===== src/rtl/mux_rr_sel.sv =====
// N-channel registered selector with valid/ready handshakes, fixed-select and round-robin modes.
// Optional saturating output-transfer counter on xfer_cnt when MUX_XFER_CNT_EN is defined.
module mux_rr_sel #(
   parameter int WIDTH = 8,
   parameter int NCH   = 4,
   localparam int SELW = $clog2(NCH)
) (
   input  logic                 clk,
   input  logic                 rst_n,
   input  logic [NCH*WIDTH-1:0] in_data,
   input  logic [NCH-1:0]       in_valid,
   output logic [NCH-1:0]       in_ready,
   input  logic                 mode,
   input  logic [SELW-1:0]      sel,
   output logic [WIDTH-1:0]     out_data,
   output logic                 out_valid,
   input  logic                 out_ready,
`ifdef MUX_XFER_CNT_EN
   output logic [15:0]          xfer_cnt,
`endif
   output logic [SELW-1:0]      out_ch
);

   logic [WIDTH-1:0] out_data_r;
   logic             out_valid_r;
   logic [SELW-1:0]  out_ch_r;
   logic [SELW-1:0]  last_grant_r;

   logic             load_en_s;
   logic             grant_valid_s;
   logic [SELW-1:0]  grant_s;
   logic [SELW-1:0]  cand_s;
   logic [NCH-1:0]   in_ready_s;
   logic [WIDTH-1:0] sel_data_s;
   logic             in_xfer_s;
   logic             out_xfer_s;

   // Grant decision: fixed select or round-robin search starting after the last RR grant.
   always_comb begin
      load_en_s     = !out_valid_r || out_ready;
      grant_valid_s = 1'b0;
      grant_s       = '0;
      cand_s        = '0;
      if (mode == 1'b0) begin
         if ({1'b0, sel} < (SELW+1)'(NCH)) begin
            if (in_valid[sel]) begin
               grant_valid_s = 1'b1;
               grant_s       = sel;
            end else begin
               grant_valid_s = 1'b0;
            end
         end else begin
            grant_valid_s = 1'b0;
         end
      end else begin
         for (int k = 1; k <= NCH; k++) begin
            cand_s = SELW'((int'(last_grant_r) + k) % NCH);
            if (!grant_valid_s && in_valid[cand_s]) begin
               grant_valid_s = 1'b1;
               grant_s       = cand_s;
            end else begin
               grant_valid_s = grant_valid_s;
            end
         end
      end
   end

   // Handshake decode and data steering for the granted channel.
   always_comb begin
      in_ready_s = '0;
      if (rst_n && load_en_s && grant_valid_s) begin
         in_ready_s[grant_s] = 1'b1;
      end else begin
         in_ready_s = '0;
      end
      sel_data_s = in_data[int'(grant_s)*WIDTH +: WIDTH];
      in_xfer_s  = rst_n && load_en_s && grant_valid_s;
      out_xfer_s = out_valid_r && out_ready;
   end

   // One-entry output register; a simultaneous drain and load overwrites without a bubble.
   always_ff @(posedge clk or negedge rst_n) begin
      if (!rst_n) begin
         out_data_r   <= '0;
         out_valid_r  <= 1'b0;
         out_ch_r     <= '0;
         last_grant_r <= SELW'(NCH-1);
      end else if (in_xfer_s) begin
         out_data_r  <= sel_data_s;
         out_ch_r    <= grant_s;
         out_valid_r <= 1'b1;
         if (mode) begin
            last_grant_r <= grant_s;
         end
      end else if (out_xfer_s) begin
         out_valid_r <= 1'b0;
      end
   end

`ifdef MUX_XFER_CNT_EN
   logic [15:0] xfer_cnt_r;

   // Saturating count of words taken by the consumer.
   always_ff @(posedge clk or negedge rst_n) begin
      if (!rst_n) begin
         xfer_cnt_r <= 16'd0;
      end else if (out_xfer_s && (xfer_cnt_r != 16'hFFFF)) begin
         xfer_cnt_r <= xfer_cnt_r + 16'd1;
      end
   end

   assign xfer_cnt = xfer_cnt_r;
`endif

   assign in_ready  = in_ready_s;
   assign out_data  = out_data_r;
   assign out_valid = out_valid_r;
   assign out_ch    = out_ch_r;

endmodule


===== config.mk =====
export PLATFORM = sky130hd
export DESIGN_NAME = mux_rr_sel
export DESIGN_NICKNAME = d
export VERILOG_FILES = /design/src/rtl/mux_rr_sel.sv
export SDC_FILE = /design/constraint.sdc
export NUM_CORES = 1
export LEC_CHECK = 0
export CAP_MARGIN = 0
export CORE_MARGIN = 2
export CORE_UTILIZATION = 42
export DETAILED_ROUTE_END_ITERATION = 6
export PLACE_DENSITY = 0.93
export SLEW_MARGIN = 20
export SYNTH_ARGS = -nofsm -noshare
export SYNTH_HDL_FRONTEND = slang
export SYNTH_SLANG_ARGS = --single-unit

===== constraint.sdc =====
create_clock -name clk -period 4.4 [get_ports clk]
set_clock_uncertainty 0.05 [all_clocks]
set_input_delay 0.66 -clock clk [delete_from_list [all_inputs] [get_ports clk]]
set_output_delay 0.66 -clock clk [all_outputs]
set_load 0.01 [all_outputs]

Yosys cells after proc, flatten, opt, wreduce, memory -nomap -nowiden

Index checks and enable logic that the tools add are counted.

Flip-flop bits (word level): 13
Bits in latches: 0
Bits in writable memories: 0
Memory bits (read-only): 0
Input bits: 42
Output and inout bits: 15
Word-level logic and storage cells: 60
Memories: 0

Add/sub/neg operators: 4
$mul: 0
Divide/modulo/power cells: 0
Order comparisons: 7
Equal/unequal tests: 0
Shifts and indexed selects: 1
Mux-type cells: 30
Bitwise operators: 0
Reductions and logical operators: 14

Operator list:

| cell                                                                                 | number |
|---|---|
| 32-bit by 6-bit indexed part select with 8-bit output                                | 1 |
| 2-bit by 3-bit less-than comparator with 1-bit output (second input constant)        | 6 |
| 1-bit two-way mux                                                                    | 17 |
| 2-bit two-way mux                                                                    | 6 |
| 1-bit binary-select mux with 2-bit select                                            | 5 |
| 1-bit logical AND                                                                    | 7 |
| 2-bit by 1-bit adder with 2-bit output (second input constant)                       | 2 |
| 2-bit adder (second input constant)                                                  | 2 |
| 1-bit logical NOT                                                                    | 4 |
| 4-bit two-way mux                                                                    | 1 |
| 1-bit demux with 2-bit select                                                        | 1 |
| 2-bit by 1-bit greater-or-equal comparator with 1-bit output (second input constant) | 1 |
| 2-bit AND reduction                                                                  | 1 |
| 2-bit nonzero test                                                                   | 1 |
| 1-bit logical OR                                                                     | 1 |

Logic depth before layout (Yosys ltp)

Depth in word-level cells: 22
Depth in mapped cells: 8
Gate-level depth less buffers: 5

Worst setup path before layout

No wires, ideal clock.

Kind: input port to output port
Start: input in_valid[1]
End: output in_ready[0]
Arrival time: 2.116 ns
Data required time: 3.690 ns
Slack: 1.574 ns
Stages: 8
Path buffers: 3
Cell sequence: or3b_1 o211a_1 buf_6 a22o_1 buf_6 buf_6 or2_1 nor2_1

Cells in the longest elaborated chain, start to end: 21
Elaborated cells on any way between the ends: 38
Those cells by class: 2 x order compare; 28 x mux; 8 x reduce/logical

RTL lines:

| what                                                                                                                                                        | RTL line | text |
|---|---|---|
| from (decl)                                                                                                                                                 | 11       | `input logic [NCH-1:0] in_valid,` |
| 1-bit binary-select mux with 2-bit select                                                                                                                   | 58       | `if (!grant_valid_s && in_valid[cand_s]) begin` |
| 1-bit two-way mux (implied by the code)                                                                                                                     | 58       |  |
| 1-bit two-way mux                                                                                                                                           | 58       |  |
| 1-bit two-way mux                                                                                                                                           | 44       | `if (mode == 1'b0) begin` |
| 1-bit logical NOT                                                                                                                                           | 58       |  |
| 1-bit logical AND                                                                                                                                           | 58       |  |
| 1-bit two-way mux                                                                                                                                           | 58       |  |
| 1-bit two-way mux                                                                                                                                           | 44       |  |
| [... 5 more ...]                                                                                                                                            | --       |  |
| 1-bit logical AND                                                                                                                                           | 58       |  |
| 2-bit two-way mux                                                                                                                                           | 58       |  |
| 2-bit two-way mux                                                                                                                                           | 44       |  |
| 2-bit by 3-bit less-than comparator with 1-bit output (implied by the code) or 2-bit by 1-bit greater-or-equal comparator with 1-bit output (tied branches) | 72       | `in_ready_s[grant_s] = 1'b1;` |
| 1-bit logical AND (implied by the code)                                                                                                                     | 72       |  |
| 1-bit two-way mux (implied by the code)                                                                                                                     | 72       |  |
| 1-bit demux with 2-bit select                                                                                                                               | 72       |  |
| 4-bit two-way mux (*)                                                                                                                                       | 71       | `if (rst_n && load_en_s && grant_valid_s) begin` |
| to (decl)                                                                                                                                                   | 12       | `output logic [NCH-1:0] in_ready,` |

Mark *: on every way between the ends. The rest lies on a longest branch, timed or not. The select of a mux whose other input is x is not followed.

Worst setup path after layout

Start: input in_valid[1]
End: output in_ready[1]

Same word-level chain as after synthesis.

==> flow_summary.ini <==
[logic_synthesis]
synth_ff_type = dfrtp_1
synthArstFlopShare_pct = 100
ys_ff_latch = 13
ys.warnings.count = 0
yosysSeqAreaShare_pct = 31.1
ys_types = 28
synth-edff-count = 0
synth.avg_cell_area_sq_um = 8.30
syn_nets = 169
synthCells = 127
syn_area_sq_um = 1050

[setup_path]
crit_arrival_ns = 3.14
required_ns = 3.69
cp-end-kind = primary output
worstPathMaxFanout = 18
worstSetupPathType = in -> out
startpoint_type = input pin

[grt]
antenna_found_initial = 0
grt_usage_pct = 24.9
grt_start_max_net_pins = 22
grt_pass1_wl_um = 5350
grt_pass1_vias = 1184
overflow = 0

[clock_tree]
cts_hold_buf = 0
cts_resized = 0
cts_htree_levels = 1
cts_tree = built
clk_latency_ns = 0.27
cts_inserted_buffers = 3
cts_setup_buffers = 0
cts-root-buf = clkbuf_4
clk_pin_slew_ns = 0.09
max-clock-path-buffers = 2
numClockSinks = 13

[placement]
gp_congestion = 0.817
io_buffers = 56
hpwl_um = 2490
placed_area_sq_um = 1620
dp_slack_ns = 0.578

[cells_and_area]
nFillCells = 203
nNetsFinal = 223
fin_util_pct = 67.6
final_common_cell = clkdlybuf4s50_1
area_growth_pct = 56.1
diodes = 0
drive_gt1_share_pct = 10.0
mostFrequentLayoutCells = 56 x clkdlybuf4s50_1, 18 x o21ai_0, 17 x a211oi_1
design_area_sq_um = 1640

[detailed_routing]
drc_errors = 0
first_pass_iters = 5
drt_iter0_markers = 66
routed_wl_um = 3350
viasPerCell = 6.06
ant_nets = 0
wl_per_cell_um = 15.9
vias = 1273

[floorplan]
num_rows = 18
die_area_sq_um = 2930
ios = 57
die_width_um = 54.1
coreArea_sq_um = 2430
start_util_pct = 43.3
die_y_um = 54.1

[worst_hold_path]
worstHoldPathType = reg -> reg

[timing]
finalCriticalPeriod_ns = 3.85
relSlewSlack_pct = 38.8
final_max_slew_viol_count = 0
rsz0062_at_grt = no
fin_setup_tns_ns = 0
worstMarginPinSlew_ns = 0.892
max_freq_ghz = 0.260
hold_violations = 0
period_share_pct = 87.5
layout_setup_ws_ns = 0.549
setup_viol = 0

[pwr]
leakagePower_nw = 0.628
peakVddDrop_mv = 0.222
power_density_nw_per_um2 = 347

[outcome]
status = finished clean

[flow_run]
cap_violations = 0
[report_power, final]
group	total (W)	switching, W	internal [W]	leakage [nW]
sequential	0.000191	0.0000286	0.000163	0.157
clock	0.0000778	0.0000427	0.0000351	0.0150
combinational	0.000302	0.000146	0.000156	0.457
[sequential cells by signal (all words and copies together), names as in the netlist]
register      flops
last_grant_r      2
out_ch            2
out_data          8
out_valid         1
[kinds of logic after synthesis]
group | Yosys count | share of synthesized area [%]
compound gates | 67 | 41.8
buf+inv | 13 | 6.77
flops | 13 | 31.1
simple gates | 26 | 12.0
mux | 8 | 8.31
[stage by stage]
step	hold slack (ns)	total power [W]	instances
CTS	0.435	0.000564	210
finish	0.436	0.000571	210
floorplan	0.314	0.000351	127
global route	0.455	0.000611	210
global placement	0.411	0.000478	206
detailed placement	0.416	0.000490	206
[routing by layer]
layer	track usage (%)	share of wire, %
met4	10.0	1.5
met3	4.44	11
met2	42.9	47
met1	30.6	40
met5	0	0
[path summary, 6_finish.rpt]
check                                     start               to  slack (ns)  cells past startpoint
worst max-delay path                in_valid[1]      in_ready[1]        0.55                      7
worst min-delay path                out_data[4]      out_data[4]        0.44                      2
worst max register to register  last_grant_r[1]      out_data[3]        2.09                      6
worst min register to register      out_data[4]      out_data[4]        0.44                      2
max in group asynchronous                 rst_n  last_grant_r[0]        3.40                      2
min in group asynchronous                 rst_n        out_ch[1]        0.65                      2
[synth_stat cells, types with 3 or more instances]
cell type   n  area (sq um)
o21ai_0    18          90.1
mux2_2      6          67.6
nand2_1    11          41.3
buf_6       3          33.8
a211oi_1   17           128
nor3_1      3          15.0
o31ai_1     9          67.6
a21oi_1    16          80.1
clkbuf_1    8          30.0
nor2_1      3          11.3
dfrtp_1    11           275
nand2b_1    3          18.8
[cell type report]
type / instances / area [sq um] / share of cell area, %
multi-input cells: 101 / 654 / 39.8
repair buffers: 60 / 591 / 35.9
clock buffers: 4 / 26.3 / 1.60
well taps: 30 / 37.5 / 2.28
inverters: 2 / 7.51 / 0.457
flip-flops and latches: 13 / 328 / 19.9
[worst max-delay path: stages]
cell and delay, ns:
clkdlybuf4s50_1 0.56, or3b_1 0.40, o211a_1 0.34, a22o_1 0.30, or2_1 0.24, nor2_1 0.10, clkdlybuf4s50_1 0.54
No activity file was read; power rests on OpenSTA's default activity.
